`src/rtl/paddle_if.sv`:
```
// Paddle control bundle: debounced button levels in, paddle position and status out.
// slave = paddle_ctrl side, master = the button/consumer side.
interface paddle_if;
   logic       up_db;
   logic       down_db;
   logic [9:0] paddle_y;
   logic       moved;
   logic       at_top;
   logic       at_bottom;

   modport slave (
      input  up_db, down_db,
      output paddle_y, moved, at_top, at_bottom
   );

   modport master (
      output up_db, down_db,
      input  paddle_y, moved, at_top, at_bottom
   );
endinterface

```
`src/rtl/paddle_ctrl.sv`:
```
// Saturating paddle position from debounced up/down levels, with optional hold-to-repeat.
// Define PADDLE_AUTOREPEAT_EN to build the IDLE/DELAY/REPEAT auto-repeat machine.
module paddle_ctrl #(
   parameter int STEP         = 4,
   parameter int Y_MIN        = 0,
   parameter int Y_MAX        = 400,
   parameter int Y_INIT       = 200,
   parameter int REPEAT_DELAY = 12500000,
   parameter int REPEAT_RATE  = 2500000
) (
   input  logic    clk,
   input  logic    reset,
   paddle_if.slave pif
);

   localparam logic [9:0] YMIN   = 10'(Y_MIN);
   localparam logic [9:0] YMAX   = 10'(Y_MAX);
   localparam logic [9:0] YINIT  = 10'(Y_INIT);
   localparam logic [9:0] STP    = 10'(STEP);
   localparam logic [9:0] UP_LIM = 10'(Y_MIN + STEP);
   localparam logic [9:0] DN_LIM = 10'(Y_MAX - STEP);

   if (Y_MIN + STEP > Y_MAX || Y_INIT < Y_MIN || Y_INIT > Y_MAX ||
       REPEAT_DELAY < 2 || REPEAT_RATE < 2) begin : g_cfg_err
      $error("paddle_ctrl: illegal parameter set");
   end

   typedef enum logic [1:0] {DIR_NONE, DIR_UP, DIR_DOWN} dir_e;

   dir_e       dir, dir_q, dir_d;
   logic       press;
   logic       do_step;
   logic [9:0] y_q, y_d, y_next;
   logic       moved_q, moved_d;

   // Compare against the limit first so the subtraction can never wrap.
   function automatic logic [9:0] step_y(input logic [9:0] y, input dir_e d);
      logic [9:0] r;
      r = y;
      if (d == DIR_UP)
         r = (y >= UP_LIM) ? (y - STP) : YMIN;
      else if (d == DIR_DOWN)
         r = (y <= DN_LIM) ? (y + STP) : YMAX;
      return r;
   endfunction

   always_comb begin
      dir = DIR_NONE;
      if (pif.up_db && !pif.down_db)
         dir = DIR_UP;
      else if (pif.down_db && !pif.up_db)
         dir = DIR_DOWN;
   end

   assign press  = (dir != DIR_NONE) && (dir != dir_q);
   assign dir_d  = dir;
   assign y_next = step_y(y_q, dir);

`ifdef PADDLE_AUTOREPEAT_EN
   localparam int CNT_MAX = (REPEAT_DELAY > REPEAT_RATE) ? REPEAT_DELAY : REPEAT_RATE;
   localparam int CW      = $clog2(CNT_MAX) + 1;

   typedef enum logic [1:0] {S_IDLE, S_DELAY, S_REPEAT} state_e;

   state_e        state_q, state_d;
   logic [CW-1:0] cnt_q, cnt_d;

   // Any change of direction ends a hold; a change into a new direction
   // is itself a fresh press and restarts the delay.
   always_comb begin
      state_d = state_q;
      cnt_d   = cnt_q;
      do_step = 1'b0;
      if (state_q == S_IDLE || dir != dir_q) begin
         if (press) begin
            do_step = 1'b1;
            cnt_d   = CW'(REPEAT_DELAY);
            state_d = S_DELAY;
         end else begin
            cnt_d   = '0;
            state_d = S_IDLE;
         end
      end else if (cnt_q == CW'(1)) begin
         do_step = 1'b1;
         cnt_d   = CW'(REPEAT_RATE);
         state_d = S_REPEAT;
      end else begin
         cnt_d = cnt_q - CW'(1);
      end
   end

   always_ff @(posedge clk or negedge reset) begin
      if (!reset) begin
         state_q <= S_IDLE;
         cnt_q   <= '0;
      end else begin
         state_q <= state_d;
         cnt_q   <= cnt_d;
      end
   end
`else
   assign do_step = press;
`endif

   assign y_d     = do_step ? y_next : y_q;
   assign moved_d = do_step && (y_next != y_q);

   always_ff @(posedge clk or negedge reset) begin
      if (!reset) begin
         y_q     <= YINIT;
         moved_q <= 1'b0;
         dir_q   <= DIR_NONE;
      end else begin
         y_q     <= y_d;
         moved_q <= moved_d;
         dir_q   <= dir_d;
      end
   end

   assign pif.paddle_y  = y_q;
   assign pif.moved     = moved_q;
   assign pif.at_top    = (y_q == YMIN);
   assign pif.at_bottom = (y_q == YMAX);

endmodule

```
`src/flat_wrapper.sv`:
```
// flat-port wrapper written by rule: the top's interface ports become plain ports
module paddle_ctrl_flat 
#(
   parameter int STEP         = 4,
   parameter int Y_MIN        = 0,
   parameter int Y_MAX        = 400,
   parameter int Y_INIT       = 200,
   parameter int REPEAT_DELAY = 12500000,
   parameter int REPEAT_RATE  = 2500000
)
  (clk, reset, pif_up_db, pif_down_db, pif_paddle_y, pif_moved, pif_at_top, pif_at_bottom);
  paddle_if pif_i ();
  input  logic clk;
  input  logic reset;
  input wire logic [$bits(pif_i.up_db)-1:0] pif_up_db;
  input wire logic [$bits(pif_i.down_db)-1:0] pif_down_db;
  output wire logic [$bits(pif_i.paddle_y)-1:0] pif_paddle_y;
  output wire logic [$bits(pif_i.moved)-1:0] pif_moved;
  output wire logic [$bits(pif_i.at_top)-1:0] pif_at_top;
  output wire logic [$bits(pif_i.at_bottom)-1:0] pif_at_bottom;
  assign pif_i.up_db = pif_up_db;
  assign pif_i.down_db = pif_down_db;
  assign pif_paddle_y = pif_i.paddle_y;
  assign pif_moved = pif_i.moved;
  assign pif_at_top = pif_i.at_top;
  assign pif_at_bottom = pif_i.at_bottom;
  paddle_ctrl #(.STEP(STEP), .Y_MIN(Y_MIN), .Y_MAX(Y_MAX), .Y_INIT(Y_INIT), .REPEAT_DELAY(REPEAT_DELAY), .REPEAT_RATE(REPEAT_RATE)) u_core (.clk(clk), .reset(reset), .pif(pif_i));
endmodule
```
`config.mk`:
```
export PLATFORM = sky130hd
export DESIGN_NAME = paddle_ctrl_flat
export DESIGN_NICKNAME = d
export VERILOG_FILES = /design/src/rtl/paddle_if.sv /design/src/rtl/paddle_ctrl.sv /design/src/flat_wrapper.sv
export SDC_FILE = /design/constraint.sdc
export NUM_CORES = 1
export LEC_CHECK = 0
export CORE_ASPECT_RATIO = 1.25
export CORE_MARGIN = 2
export CORE_UTILIZATION = 55
export CTS_CLUSTER_SIZE = 14
export DETAILED_ROUTE_END_ITERATION = 10
export PLACE_DENSITY = 0.8
export SYNTH_ARGS = -nofsm -noshare
export SYNTH_HDL_FRONTEND = slang
export SYNTH_SLANG_ARGS = --single-unit
```
`constraint.sdc`:
```
create_clock -name clk -period 4.6 [get_ports clk]
set_clock_uncertainty 0.1 [all_clocks]
set_input_delay 0.69 -clock clk [delete_from_list [all_inputs] [get_ports clk]]
set_output_delay 0.69 -clock clk [all_outputs]
set_load 0.03 [all_outputs]
```
# Word-level counts from Yosys, hierarchy flattened
# Index checks and enable logic that the tools add are counted.
# classes
n_addsub	2
muxes	6
n_lt_le_gt_ge	2
eq_ne	5
reduce_logical	8
# ops
op	n
$mux 10	4
$add 10x3->10 const B	1
$eq 10x9->1 const B	1
$ge 10x3->1 const B	1
$le 10x9->1 const B	1
$logic_not 10->1	1
$ne 10x10->1	1
$sub 10x3->10 const B	1
$logic_and 1x1->1	4
$mux 2	2
$eq 2x1->1 const B	1
$eq 2x2->1 const B	1
$logic_not 1->1	2
$ne 2x2->1	1
$reduce_bool 2->1	1
# word_totals
output_inout_bits	13
word_cells	26
reg_bits	13
input_bits	4

# Logic depth before layout (Yosys ltp)
# Gate-level depths: netlist (run 1).
# logic_depth
word_depth	9
depth_mapped	9
ltp_nobuf	8

# Worst setup path before layout (run 1)
# No wires, ideal clock.
# synth_timing
path_type	input -> register
start	input pif_down_db
end	register u_core.moved_q, in the netlist u_core.pif.moved
setup_ps	124
required_ps	4376
arrival_time_ps	2451
path_slack_ps	1925
cell_stages	9
path_cell_list	inv_1 ha_1 or4bb_1 or3_1 buf_2 nand2_2 and3b_1 o2111ai_1 o31a_1
# synth_via
elab_chain_len	8
elab_cells_between_ends	14
classes_between	eq/ne: 4; mux: 4; reduce/logical: 6
# synth_rtl
element	line_no	source
from (decl)	flat_wrapper.sv:16	input wire logic [$bits(pif_i.down_db)-1:0] pif_down_db;
$logic_not 1->1 (*)	paddle_ctrl.sv:49	if (pif.up_db && !pif.down_db)
$logic_and 1x1->1 (*)	paddle_ctrl.sv:49	
$mux 2 (*)	paddle_ctrl.sv:49	
named net u_core.dir[0]	paddle_ctrl.sv:30	dir_e dir, dir_q, dir_d;
$eq 2x2->1	paddle_ctrl.sv:42	else if (d == DIR_DOWN)
$mux 10	paddle_ctrl.sv:42	
$mux 10	paddle_ctrl.sv:40	if (d == DIR_UP)
$ne 10x10->1	paddle_ctrl.sv:106	assign moved_d = do_step && (y_next != y_q);
$logic_and 1x1->1 (*)	paddle_ctrl.sv:106	
named net u_core.moved_d	paddle_ctrl.sv:34	logic moved_q, moved_d;
to (signal assigned)	paddle_ctrl.sv:115	moved_q <= moved_d;
to (decl)	paddle_ctrl.sv:34	
# Mark *: on every way through the listed nets, which the timed path passes. The rest lies on a longest branch.
# A chain may end at the register's enable or synchronous reset.

# Final worst setup path (run 1)
# layout_timing
start	register u_core.y_q[9], in the netlist u_core.pif.paddle_y[9]
end	output pif_at_top
# layout_via
elab_chain_len	1
# layout_rtl
element	line_no	source
from (decl)	paddle_ctrl.sv:33	logic [9:0] y_q, y_d, y_next;
from (signal assigned)	paddle_ctrl.sv:114	y_q <= y_d;
$logic_not 10->1	paddle_ctrl.sv:122	assign pif.at_top = (y_q == YMIN);
to (decl)	flat_wrapper.sv:19	output wire logic [$bits(pif_i.at_top)-1:0] pif_at_top;
# Every way passes these cells.

==> out/results.tsv, run 1 <==
metric	value	unit
hold_buffers	0	
grt_pass1_vias	1096	
antenna_left	0	
htree_num_levels	1	
post-route-cell-area	1340	um2
gp_congestion	0.964	
hold_viol	0	
hold_slack	0.454	ns
hp-class	register to register	
grt.total_usage	0.281	
wire_per_inst	17.9	um
post_cts_buffers	0	
synth_commonest_cells	nand2_1 (15), dfrtp_1 (10), inv_1 (9), nand3_1 (9), o21ai_0 (9)	
status	finished, final reports clean	
slew_viol_final	0	
nFillCells	171	
synthesis.nets	155	
synth_fa_ha_area_frac	0.0739	
cts_tree	yes	
critical_path_class	register to output pin	
num_rows	18	
reg2reg_slack	1.82	ns
power.total	0.718	mW
synth_compound_area_frac	0.266	
reg2reg_depth	8	
hpwl	2440	um
rsz0062_at_grt	no	
antenna_found_initial	0	
async_flop_share	1.00	
p_per_area	535	nW/um2
min_period	2.98	ns
io_buffers	16	
synthFlopType	dfrtp_1	
cts_resized	0	
fin_setup_tns	0	ns
netlist_top_cells_area	dfrtp_1 (21%), ha_1 (7.4%), dfstp_2 (6.7%)	
crit_arrival	2.19	ns
drc	0	
worstReg2RegStart	u_core.pif.paddle_y[2]	
dp.cells	173	
placed_area	1320	um2
grt_pass1_wl	5310	um
max_freq	336	MHz
start_kind	register	
area_delta_synth_final	13.2	%
postSynthCellCount	144	
synth.distinct_cells	54	
vdd_ir_drop_max	0.000352	V
yosys_warnings	0	
netlist_area	1180	um2
clkSlewWorstSetupHoldPaths	0.08	ns
synthMuxAreaShare	0	
insertion_delay	0.28	ns
cp.required	3.81	ns
postSynthAreaPerCell	8.23	um2
viasPerCell	6.86	
synth_edf_count	0	
clock_sinks	13	
cts_max_path_buffers	2	
overflow	0	
slew_headroom	0.606	
grt_max_degree	24	
drive_above_1_share	0.0955	
pin_count	17	
first_pass_iters	4	
synth_top_area_cell	dfrtp_1	
yosys.area_share.simple	0.280	
setup_violations	0	
synthMostInstantiatedCell	nand2_1	
leakage	0.567	nW
hold_depth	2	
tightest_slew	0.589	ns
fin_nets	169	
ys_seq_area_frac	0.278	
routed_wl	3170	um
synth_top_area_frac	0.211	
root_buffer	clkbuf_4	
die_area	2540	um2
r2r-end	u_core.pif.moved	
antenna_cells	0	
fp.dieH	55.9	um
synth_top_family_by_area	simple AND/OR/NAND/NOR gates	
cts_buffers	3	
min_to	u_core.pif.paddle_y[3]	
die_x	45.5	um
initial_core_util	0.591	
period_share	0.648	
critPathCaptureType	output pin	
synth_xor_area_frac	0.0148	
dr_total_vias	1214	
maxCapViolCount	0	
hold_start	u_core.pif.paddle_y[3]	
drt_iter0_markers	44	
core-area	2000	um2
ys_seq_elements	13	
cp_max_fo	8	
instances_no_fill	177	
==> area by class of cell <==
cell class	count	area [um2]	area share
repair buffers	18	175	0.131
well taps	20	25.0	0.0187
flip-flops and latches	13	329	0.245
multi-input cells	113	752	0.561
inverters	9	33.8	0.0252
clock buffers	4	26.3	0.0196
==> layer usage <==
layer	vias to the layer above	wire length (um)	GRT usage
met2	53	1510	0.425
met5	-	0	0
li1	560	-	-
met1	590	1370	0.392
met4	0	101	0.122
met3	11	183	0.0292
==> where the power goes <==
part	switching, mW	internal (mW)
Sequential	0.0795	0.152
Combinational	0.243	0.172
Clock	0.0383	0.0337
==> worst max-delay path, cell delays in order (launching register included) <==
cell and delay, ns:
dfrtp_1 0.48, nor3_1 0.28, nand3b_1 0.17, nor4_1 0.26, clkdlybuf4s50_1 0.72
==> sequential cells by signal, indices dropped and copies added (netlist names) <==
signal	count
u_core.pif.paddle_y	10
u_core.dir_q	2
u_core.pif.moved	1
==> cells by family after synthesis <==
logic type               Yosys count
buffers and inverters             18
adder cells (fa/ha/maj)            7
XOR/XNOR                           2
AND/OR/NAND/NOR                   60
AO/OA/AOI/OAI                     44
flip-flops                        13
==> how the worst max path moves through the flow <==
stage / depth (start not counted) / slack, ns / from / end
6_report: 4 / 1.62 / u_core.pif.paddle_y[9] / pif_at_top
3_5_place_dp: 9 / 1.41 / pif_down_db / u_core.pif.moved
4_1_cts: 5 / 1.61 / u_core.pif.paddle_y[2] / pif_at_top
5_1_grt: 5 / 1.46 / u_core.pif.paddle_y[2] / pif_at_top
2_1_floorplan: 9 / 1.93 / pif_down_db / u_core.pif.moved
3_3_place_gp: 9 / 1.47 / pif_down_db / u_core.pif.moved
==> metrics by stage <==
| stage | setup WS, ns | util |
|---|---|---|
| 3_5_place_dp | 1.41 | 0.656 |
| 3_3_place_gp | 1.47 | 0.656 |
| 2_1_floorplan | 1.93 | - |
| 5_1_grt | 1.46 | 0.669 |
| 6_report | 1.62 | 0.669 |
| 4_1_cts | 1.61 | 0.669 |
==> layout by cell type, fill, tap and decap left out, types with 3 or more instances in the layout <==
master           Yosys  routed
ha_1                 7       7
clkdlybuf4s50_1      0      16
nor2_1               7       7
o21ai_0              9       9
nand3_1              9       9
inv_1                9       9
nor4_1               3       3
nor3_1               5       5
a21boi_0             3       3
dfrtp_1             10      10
nand2_1             15      15
clkbuf_4             0       3
dfstp_2              3       3
and3_1               3       3
a21oi_1              8       8
nand2b_1             3       3
Note: power is estimated with default switching activity, not from simulation.
==> run 2, diff against run 1 <==
--- a/config.mk
+++ b/config.mk
@@ -7,10 +7,10 @@
 export LEC_CHECK = 0
 export CORE_ASPECT_RATIO = 1.25
 export CORE_MARGIN = 2
-export CORE_UTILIZATION = 55
+export CORE_UTILIZATION = 54
 export CTS_CLUSTER_SIZE = 14
 export DETAILED_ROUTE_END_ITERATION = 10
-export PLACE_DENSITY = 0.8
+export PLACE_DENSITY = 0.79
 export SYNTH_ARGS = -nofsm -noshare
 export SYNTH_HDL_FRONTEND = slang
 export SYNTH_SLANG_ARGS = --single-unit
==> constraint.sdc (replaced) <==
create_clock -name clk -period 2.8 [get_ports clk]
set_clock_uncertainty 0.1 [all_clocks]
set_input_delay 0.42 -clock clk [delete_from_list [all_inputs] [get_ports clk]]
set_output_delay 0.42 -clock clk [all_outputs]
set_load 0.03 [all_outputs]
==> out/results.tsv, run 2 (synthesis gave the netlist of run 1 again) <==
metric	value	unit
fp.dieH	56.4	um
slew_viol_final	0	
path_cells	inv_1 -> ha_1 -> or4bb_1 -> or3_1 -> nand2_2 -> and3b_1 -> o2111ai_1 -> o31a_1	
wire_per_inst	18.1	um
clkSlewWorstSetupHoldPaths	0.09	ns
power.total	1.20	mW
dr_total_vias	1224	
maxCapViolCount	0	
largest_reg_flops	10	
antenna_cells	0	
max_freq	388	MHz
status	finished, final reports clean	
rsz0062_at_grt	no	
io_buffers	16	
crit_arrival	2.66	ns
die_x	45.9	um
insertion_delay	0.28	ns
period_share	0.922	
drc	0	
p_per_area	860	nW/um2
vdd_ir_drop_max	0.000576	V
cts_buffers	3	
fin_setup_tns	0	ns
utilization	0.690	
nFillCells	192	
grt_pass1_wl	5710	um
cp_max_fo	9	
layout_common_cells	nand2_1 (15), clkdlybuf4s50_1 (14), dfrtp_1 (10)	
num_rows	18	
cp_slowest_cell	or4bb_1	
slew_headroom	0.591	
hpwl	2560	um
cts_tree	yes	
dp.cells	180	
hold_viol	0	
pin_count	17	
cts_resized	0	
fin_nets	176	
routed_wl	3330	um
tightest_slew	0.611	ns
antenna_left	0	
min_period	2.58	ns
instances_no_fill	184	
gp_congestion	0.961	
final_common_cell	nand2_1	
grt_max_degree	16	
critPathCaptureType	register	
grt.total_usage	0.296	
cp.required	2.88	ns
htree_num_levels	1	
critPathMaxStageDelay	0.51	ns
overflow	0	
root_buffer	clkbuf_4	
critical_path_class	register to register	
first_pass_iters	4	
initial_core_util	0.585	
leakage	0.635	nW
grt_pass1_vias	1190	
drt_iter0_markers	40	
core-area	2030	um2
viasPerCell	6.65	
cts_max_path_buffers	2	
hold_buffers	0	
post_cts_buffers	0	
clock_sinks	13	
area_delta_synth_final	18.1	%
antenna_found_initial	0	
post-route-cell-area	1400	um2
drive_above_1_share	0.134	
hp-class	primary input to asynchronous set/reset pin	
start_kind	register	
die_area	2590	um2
setup_violations	0	
placed_area	1370	um2
==> run 2: cell types whose count changed in the layout (fill, tap and decap cells not counted), sizes merged <==
| cell | before | now |
|---|---|---|
| buf | 2 | 9 |
| dlymetal6s2s | 0 | 2 |
| clkdlybuf4s50 | 16 | 14 |
==> run 2: final cells by class <==
class | instances | area [um2] | area share
tap | 20 | 25.0 | 0.0179
multi-input combinational | 113 | 752 | 0.538
timing repair buffer | 25 | 233 | 0.166
inverter | 9 | 33.8 | 0.0242
clock buffer | 4 | 26.3 | 0.0188
sequential | 13 | 329 | 0.235
==> run 2: worst paths after layout <==
check / cells after the start / end / startpoint / slack, ns
min in group clk: 2 / u_core.pif.paddle_y[3] / u_core.pif.paddle_y[3] / 0.46
max in group asynchronous: 1 / u_core.pif.paddle_y[1] / reset / 1.79
max: 8 / u_core.pif.moved / u_core.pif.paddle_y[3] / 0.22
min: 1 / u_core.pif.paddle_y[5] / reset / 0.41
min reg2reg: 2 / u_core.pif.paddle_y[3] / u_core.pif.paddle_y[3] / 0.46
max reg2reg: 8 / u_core.pif.moved / u_core.pif.paddle_y[3] / 0.22
==> run 2: stage by stage <==
step / hold slack [ns] / setup slack (ns)
global route: 0.470 / 0.0975
floorplan: 0.0244 / 0.132
global placement: 0.442 / 0.126
detailed placement: 0.440 / 0.0465
finish: 0.414 / 0.220
CTS: 0.438 / 0.0511
==> run 2: power by group <==
group          total, mW  internal [mW]  switching (mW)
sequential         0.361          0.250           0.111
combinational      0.720          0.295           0.425
clock              0.122         0.0553          0.0670
total               1.20          0.600           0.603
==> run 2: routing by layer <==
metal,up-vias,GRT usage,share of wire
met5,-,0,0
met4,0,0.118,0.027
met3,8,0.0289,0.053
met2,60,0.456,0.50
met1,581,0.411,0.42
li1,575,-,-
==> run 2: worst max-delay path: cells and delay by family, from the launching register on <==
kind / cells / cell delay [ns]
adders and majority gates: 1 / 0.24
DFF: 1 / 0.42
and+or+nand+nor: 4 / 1.19
AOI/OAI and AO/OA: 2 / 0.36
buffers and inverters: 1 / 0.16
